## src/rtl/lr_pkg.sv

```systemverilog
// Shared fixed-point constants and FSM state type for the statistics stage.
package lr_pkg;

    localparam int FIX_W  = 16;
    localparam int FRAC_W = 4;
    localparam int PROD_W = 32;

    localparam logic [FIX_W-1:0] SAT_MAX = 16'h7FFF;
    localparam logic [FIX_W-1:0] SAT_MIN = 16'h8000;

    typedef enum logic [2:0] {
        ST_IDLE,
        ST_ACCUM,
        ST_DRAIN1,
        ST_DRAIN2,
        ST_DONE
    } proc_state_t;

endpackage

```

## src/rtl/avg_shift_sat.sv

```systemverilog
// Arithmetic right shift (floor) of a signed sum, then saturation to sfix16.
module avg_shift_sat
    import lr_pkg::*;
#(
    parameter int IN_W  = 20,
    parameter int SHIFT = 4
) (
    input  logic signed [IN_W-1:0]  i_sum,
    output logic        [FIX_W-1:0] o_avg
);

    logic signed [IN_W-1:0] w_shifted;

    // Shift, then clamp whenever the bits above the 16-bit result are not pure sign extension
    always_comb begin
        w_shifted = i_sum >>> SHIFT;
        if ((&w_shifted[IN_W-1:FIX_W-1]) || ~(|w_shifted[IN_W-1:FIX_W-1])) begin
            o_avg = w_shifted[FIX_W-1:0];
        end else if (w_shifted[IN_W-1]) begin
            o_avg = SAT_MIN;
        end else begin
            o_avg = SAT_MAX;
        end
    end

endmodule

```

## src/rtl/data_proc.sv

```systemverilog
// Block statistics: accumulates sums of x, y, x^2, y^2, xy over 2^LOG2_N samples
// and emits the five block averages in sfix16_En4 with a one-cycle valid pulse.
module data_proc
    import lr_pkg::*;
#(
    parameter int LOG2_N = 4
) (
    input  logic             clk,
    input  logic             rst_n,
    input  logic             start,
    input  logic [FIX_W-1:0] x_in,
    input  logic [FIX_W-1:0] y_in,
    input  logic             sample_valid,
    output logic             sample_ready,
    output logic             busy,
    output logic [FIX_W-1:0] x_avg,
    output logic [FIX_W-1:0] y_avg,
    output logic [FIX_W-1:0] x_sqr_avg,
    output logic [FIX_W-1:0] y_sqr_avg,
    output logic [FIX_W-1:0] x_mul_y_avg,
    output logic             avg_valid_out
);

    localparam int          CNT_W     = LOG2_N + 1;
    localparam int          SUM_W     = FIX_W + LOG2_N;
    localparam int          SQS_W     = PROD_W + LOG2_N;
    localparam int unsigned N_SAMPLES = 1 << LOG2_N;

    proc_state_t r_state, w_next;

    logic [CNT_W-1:0] r_cnt;
    logic             w_accept;
    logic             w_ready;
    logic             w_busy;
    logic             w_cnt_full;

    logic                     r_v0, r_v1;
    logic signed [FIX_W-1:0]  r_x0, r_y0, r_x1, r_y1;
    logic signed [PROD_W-1:0] r_xx1, r_yy1, r_xy1;

    logic signed [SUM_W-1:0]  r_sx, r_sy;
    logic signed [SQS_W-1:0]  r_sxx, r_syy, r_sxy;

    logic [FIX_W-1:0] w_x_avg, w_y_avg, w_xx_avg, w_yy_avg, w_xy_avg;
    logic [FIX_W-1:0] r_x_avg, r_y_avg, r_xx_avg, r_yy_avg, r_xy_avg;
    logic             r_avg_valid;

    assign w_cnt_full = (r_cnt == CNT_W'(N_SAMPLES));
    assign w_accept   = sample_valid && w_ready;

    // State register
    always_ff @(posedge clk or negedge rst_n) begin
        if (!rst_n) begin
            r_state <= ST_IDLE;
        end else begin
            r_state <= w_next;
        end
    end

    // Next-state and handshake outputs; ACCUM holds one extra cycle after the
    // last acceptance (ready already low) so the drain states line up with the
    // two-deep sample pipeline below.
    always_comb begin
        w_next  = r_state;
        w_ready = 1'b0;
        w_busy  = 1'b1;
        case (r_state)
            ST_IDLE: begin
                w_busy = 1'b0;
                if (start) begin
                    w_next = ST_ACCUM;
                end
            end
            ST_ACCUM: begin
                w_ready = !w_cnt_full;
                if (w_cnt_full) begin
                    w_next = ST_DRAIN1;
                end
            end
            ST_DRAIN1: w_next = ST_DRAIN2;
            ST_DRAIN2: w_next = ST_DONE;
            ST_DONE:   w_next = ST_IDLE;
            default:   w_next = ST_IDLE;
        endcase
    end

    assign sample_ready = w_ready;
    assign busy         = w_busy;

    // Sample pipeline: capture the accepted pair, then form the full-precision products
    always_ff @(posedge clk or negedge rst_n) begin
        if (!rst_n) begin
            r_v0  <= 1'b0;
            r_v1  <= 1'b0;
            r_x0  <= '0;
            r_y0  <= '0;
            r_x1  <= '0;
            r_y1  <= '0;
            r_xx1 <= '0;
            r_yy1 <= '0;
            r_xy1 <= '0;
        end else begin
            r_v0 <= w_accept;
            r_v1 <= r_v0;
            if (w_accept) begin
                r_x0 <= x_in;
                r_y0 <= y_in;
            end
            if (r_v0) begin
                r_x1  <= r_x0;
                r_y1  <= r_y0;
                r_xx1 <= PROD_W'(r_x0) * PROD_W'(r_x0);
                r_yy1 <= PROD_W'(r_y0) * PROD_W'(r_y0);
                r_xy1 <= PROD_W'(r_x0) * PROD_W'(r_y0);
            end
        end
    end

    // Sample counter and accumulators, cleared by an honoured start
    always_ff @(posedge clk or negedge rst_n) begin
        if (!rst_n) begin
            r_cnt <= '0;
            r_sx  <= '0;
            r_sy  <= '0;
            r_sxx <= '0;
            r_syy <= '0;
            r_sxy <= '0;
        end else if (r_state == ST_IDLE && start) begin
            r_cnt <= '0;
            r_sx  <= '0;
            r_sy  <= '0;
            r_sxx <= '0;
            r_syy <= '0;
            r_sxy <= '0;
        end else begin
            if (w_accept) begin
                r_cnt <= r_cnt + CNT_W'(1);
            end
            if (r_v1) begin
                r_sx  <= r_sx  + SUM_W'(r_x1);
                r_sy  <= r_sy  + SUM_W'(r_y1);
                r_sxx <= r_sxx + SQS_W'(r_xx1);
                r_syy <= r_syy + SQS_W'(r_yy1);
                r_sxy <= r_sxy + SQS_W'(r_xy1);
            end
        end
    end

    avg_shift_sat #(.IN_W(SUM_W), .SHIFT(LOG2_N)) u_x_avg (
        .i_sum (r_sx),
        .o_avg (w_x_avg)
    );

    avg_shift_sat #(.IN_W(SUM_W), .SHIFT(LOG2_N)) u_y_avg (
        .i_sum (r_sy),
        .o_avg (w_y_avg)
    );

    avg_shift_sat #(.IN_W(SQS_W), .SHIFT(LOG2_N + FRAC_W)) u_xx_avg (
        .i_sum (r_sxx),
        .o_avg (w_xx_avg)
    );

    avg_shift_sat #(.IN_W(SQS_W), .SHIFT(LOG2_N + FRAC_W)) u_yy_avg (
        .i_sum (r_syy),
        .o_avg (w_yy_avg)
    );

    avg_shift_sat #(.IN_W(SQS_W), .SHIFT(LOG2_N + FRAC_W)) u_xy_avg (
        .i_sum (r_sxy),
        .o_avg (w_xy_avg)
    );

    // Register averages once the accumulators are final; valid pulses for the DONE cycle
    always_ff @(posedge clk or negedge rst_n) begin
        if (!rst_n) begin
            r_x_avg     <= '0;
            r_y_avg     <= '0;
            r_xx_avg    <= '0;
            r_yy_avg    <= '0;
            r_xy_avg    <= '0;
            r_avg_valid <= 1'b0;
        end else begin
            r_avg_valid <= (r_state == ST_DRAIN2);
            if (r_state == ST_DRAIN2) begin
                r_x_avg  <= w_x_avg;
                r_y_avg  <= w_y_avg;
                r_xx_avg <= w_xx_avg;
                r_yy_avg <= w_yy_avg;
                r_xy_avg <= w_xy_avg;
            end
        end
    end

    assign x_avg         = r_x_avg;
    assign y_avg         = r_y_avg;
    assign x_sqr_avg     = r_xx_avg;
    assign y_sqr_avg     = r_yy_avg;
    assign x_mul_y_avg   = r_xy_avg;
    assign avg_valid_out = r_avg_valid;

endmodule

```

## config.mk

```make
export PLATFORM = sky130hd
export DESIGN_NAME = data_proc
export DESIGN_NICKNAME = d
export VERILOG_FILES = /design/src/rtl/lr_pkg.sv /design/src/rtl/avg_shift_sat.sv /design/src/rtl/data_proc.sv
export SDC_FILE = /design/constraint.sdc
export NUM_CORES = 2
export LEC_CHECK = 0
export ABC_AREA = 1
export CAP_MARGIN = 20
export CORE_ASPECT_RATIO = 1.2
export CORE_MARGIN = 10
export CORE_UTILIZATION = 44
export DETAILED_ROUTE_END_ITERATION = 8
export DONT_BUFFER_PORTS = 1
export PLACE_DENSITY_LB_ADDON = 0.3
export SLEW_MARGIN = 20
export SYNTH_ARGS = -nofsm -noshare
export SYNTH_HDL_FRONTEND = slang
export SYNTH_SLANG_ARGS = --single-unit
```

## constraint.sdc

```tcl
create_clock -name clk -period 6.7 [get_ports clk]
set_input_delay 2.01 -clock clk [delete_from_list [all_inputs] [get_ports clk]]
set_output_delay 2.01 -clock clk [all_outputs]
set_load 0.1 [all_outputs]
```

==> flow_summary.rst <==
.. list-table::
   :header-rows: 1

   * - Metric
     - Value
   * - Endpoint required time on the critical path
     - 7.22 ns
   * - Clock-pin slew reported for the worst setup and hold paths after clock tree synthesis
     - 0.07 ns
   * - Wire length of the first global-routing pass
     - 254000 µm
   * - Filler Cell Count
     - 12600
   * - Slowest Stage Delay on Critical Path
     - 0.59 ns
   * - Final Core Density
     - 47.4%
   * - Post-cts repair resize count
     - 0
   * - Number of clock buffers inserted by TritonCTS
     - 48
   * - Die width
     - 341 µm
   * - Buffer count from post-CTS setup fixing
     - 0
   * - CTS tree
     - built
   * - Post-detailed-routing wire length
     - 155000 µm
   * - Worst slack at placement
     - 0.516 ns
   * - Mean Syn Cell Area
     - 7.34 µm²
   * - Met2 demand-to-capacity share in global routing
     - 40.0%
   * - Run status
     - complete, but fails checks
   * - Type of destination of the critical path
     - flip-flop
   * - Largest net degree at the start of global routing
     - 396
   * - Worst endpoint data arrival time
     - 6.75 ns
   * - Global route overflow
     - 0
   * - Leading register cell type out of synthesis
     - dfrtp_1
   * - Number of placement rows
     - 141
   * - Final worst path period share
     - 93.0%
   * - Post-detail-place hpwl
     - 127000 µm
   * - Hold violation count in the final report
     - 0
   * - Net total in the final layout
     - 8545
   * - Clk root buf
     - clkbuf_16
   * - Gpl congestion
     - 0.979
   * - Met1 demand-to-capacity share in global routing
     - 29.5%
   * - Later-pin clock latency in the skew report
     - 0.63 ns
   * - Worst hold path startpoint
     - r_xx1[4]$_DFFE_PN0P_
   * - Number of primary I/O pins
     - 119
   * - Worst path slowest cell
     - dfrtp_1
   * - Startpoint of the worst register-to-register path
     - r_y0[3]$_DFFE_PN0P_
   * - Fraction of registers with async set or reset after synthesis
     - 100%
   * - Vias
     - 46000
   * - Drt wl/cell
     - 17.2 µm
   * - Number of antenna violations at the first check in global routing
     - 11
   * - GR Util met3
     - 2.36%
   * - Cell with the most instances on the worst path
     - nand2_1
   * - Count of clock tree sinks
     - 395
   * - Port-buffer cells
     - 0
   * - Kind of start point of the critical path
     - flip-flop
   * - Synthesized netlist net count
     - 8613
   * - Max H-tree Level
     - 2
   * - Setup TNS Final
     - 0 ns
   * - Warnings, synthesis
     - 0
   * - Most Crowded Layer GR
     - met2
   * - Register bit count reported by yosys
     - 395
   * - Slack of the critical path
     - 0.469 ns
   * - Area of the die
     - 0.139 mm²
   * - Fmax
     - 0.160 GHz
   * - Maximum Capacitance Violations
     - 0
   * - Number of endpoints failing setup at the final stage
     - 0
   * - Share of synthesized area occupied by flip-flops and latches
     - 18.1%
   * - Cell area after layout
     - 0.0583 mm²
   * - Fin crit period
     - 6.23 ns
   * - Buf+Inv Stages, Crit Path
     - 7
   * - Maximum fanout along the worst path
     - 13
   * - Count of pins over their slew limit
     - 270
   * - Hold depth
     - 2
   * - Core area
     - 0.123 mm²
   * - Violated checks
     - slew limit
   * - R2R Path End
     - r_yy1[23]$_DFFE_PN0P_
   * - Total stage count of the critical path
     - 25
   * - Library cells used by synthesis
     - 48
   * - Initial DRT Pass Iterations
     - 5
   * - Post-detailed-route DRC marker count
     - 0
   * - Kind of critical path
     - flip-flop to flip-flop
   * - Transition time at the pin with the least slew margin
     - 2.75 ns
   * - Floorplan die height
     - 406 µm
   * - Worst-case headroom to the max-slew limit
     - -83.6%
   * - Instance count of the mapped netlist
     - 7435
   * - Endpoint of the worst hold-timing path
     - r_xx1[4]$_DFFE_PN0P_
   * - Number of enable flip-flop cells after synthesis
     - 0
   * - Initial core utilization
     - 44.3%
   * - Clock skew
     - 0.0360 ns
   * - Via count of the first global-routing pass
     - 47500
   * - Summed instance area of the synthesized netlist
     - 0.0545 mm²
   * - Total Routing Usage GR
     - 22.7%
   * - Kind of path behind the tightest hold check
     - flip-flop to flip-flop
   * - RSZ-0062 raised after global routing
     - no
   * - Total of hold buffers inserted after clock tree synthesis
     - 0
   * - Cell family contributing the most delay on the critical path
     - adder cells
   * - Slack of the worst reg-to-reg path
     - 0.47 ns
   * - Antenna-violating nets left
     - 0
   * - Clk buf depth
     - 3
   * - Ratio of cells with drive above 1 in the final layout
     - 3.60%
   * - Via density per instance
     - 5.09
   * - Dpl cell area
     - 0.0565 mm²
   * - Detailed Route Iter0 Violations
     - 2955
   * - Signed area change from the synthesized netlist to the final layout
     - 6.93%
   * - Depth of the most critical reg-to-reg path
     - 25
## worst max-delay path by stage
stage / endpoint / start
detailed placement: r_yy1[19]$_DFFE_PN0P_ / r_y0[5]$_DFFE_PN0P_
global placement: r_yy1[30]$_DFFE_PN0P_ / r_y0[12]$_DFFE_PN0P_
global route: r_yy1[31]$_DFFE_PN0P_ / r_y0[5]$_DFFE_PN0P_
CTS: r_yy1[31]$_DFFE_PN0P_ / r_y0[5]$_DFFE_PN0P_
floorplan: r_xx1[24]$_DFFE_PN0P_ / r_x0[15]$_DFFE_PN0P_
finish: r_yy1[23]$_DFFE_PN0P_ / r_y0[3]$_DFFE_PN0P_
## area by class of cell
class / count / area [µm²] / area share, %
multi-input cells: 5169 / 37500 / 64.4
repair buffers: 84 / 768 / 1.32
clock buffers: 63 / 1380 / 2.36
flip-flops and latches: 395 / 9890 / 17.0
well taps: 1644 / 2060 / 3.53
clock inverters: 27 / 407 / 0.697
inverters: 1669 / 6280 / 10.8
diodes: 1 / 2.50 / 0.00429
## metrics by stage
stage	hold slack, ns	cells
6_report	0.484	9052
5_1_grt	0.508	9052
3_3_place_gp	0.470	8961
4_1_cts	0.486	9051
3_5_place_dp	0.469	8961
2_1_floorplan	0.391	7435
## cells by family after synthesis
group | synth area share (%)
AO/OA/AOI/OAI | 7.11
flip-flops | 18.1
adder cells (fa/ha/maj) | 36.3
multiplexers | 0.0206
XOR/XNOR | 1.20
buffers and inverters | 13.1
AND/OR/NAND/NOR | 24.2
## synthesized netlist by cell type (all sizes together) (43+ instances only)
| cell type | instances | area share, % |
|---|---|---|
| nand2 | 2263 | 16 |
| fa | 731 | 27 |
| dfrtp | 395 | 18 |
| inv | 1667 | 11 |
| ha | 411 | 9.4 |
| nand4 | 67 | 0.77 |
| clkbuf | 149 | 1.0 |
| o21ai | 294 | 2.7 |
| a21oi | 302 | 2.8 |
| nand3 | 314 | 2.9 |
| o21bai | 43 | 0.59 |
| buf | 53 | 0.54 |
| nor2 | 461 | 3.2 |
| nor3 | 56 | 0.63 |
## layer usage
layer	up-vias	share of wire, %
li1	22300	-
met1	22500	43
met2	1060	49
met3	242	5.1
met4	4	2.8
met5	-	0.017
## sequential cells by signal (all words and copies together), names as in the netlist, 3 cells and up
name,flops
x_avg,16
r_sxx,36
r_syy,36
r_xy1,32
r_yy1,30
r_x1,16
r_x0,16
r_y0,16
r_xx1,30
x_sqr_avg,16
x_mul_y_avg,16
y_avg,16
y_sqr_avg,16
r_sx,20
r_sxy,36
r_sy,20
r_state,3
r_y1,16
r_cnt,5
## worst min-delay path: cells and delay by family (launching register included)
| kind | cells | cell delay (ns) |
|---|---|---|
| flops | 1 | 0.35 |
| simple gates | 2 | 0.11 |
## layout by cell type (no fill, tap or decap), types with 43 or more instances in the layout
cell and instances:
a21oi_1 294, buf_4 73, clkbuf_16 49, dfrtp_1 394, fa_1 731, ha_1 411
inv_1 1655, nand2_1 2241, nand3_1 312, nand4_1 67, nor2_1 453, nor3_1 43
o21ai_0 267, o21bai_1 43
Power is left out: the tool's default activity adds up to more than one toggle a clock period on the data nets, which glitch-free logic cannot reach.
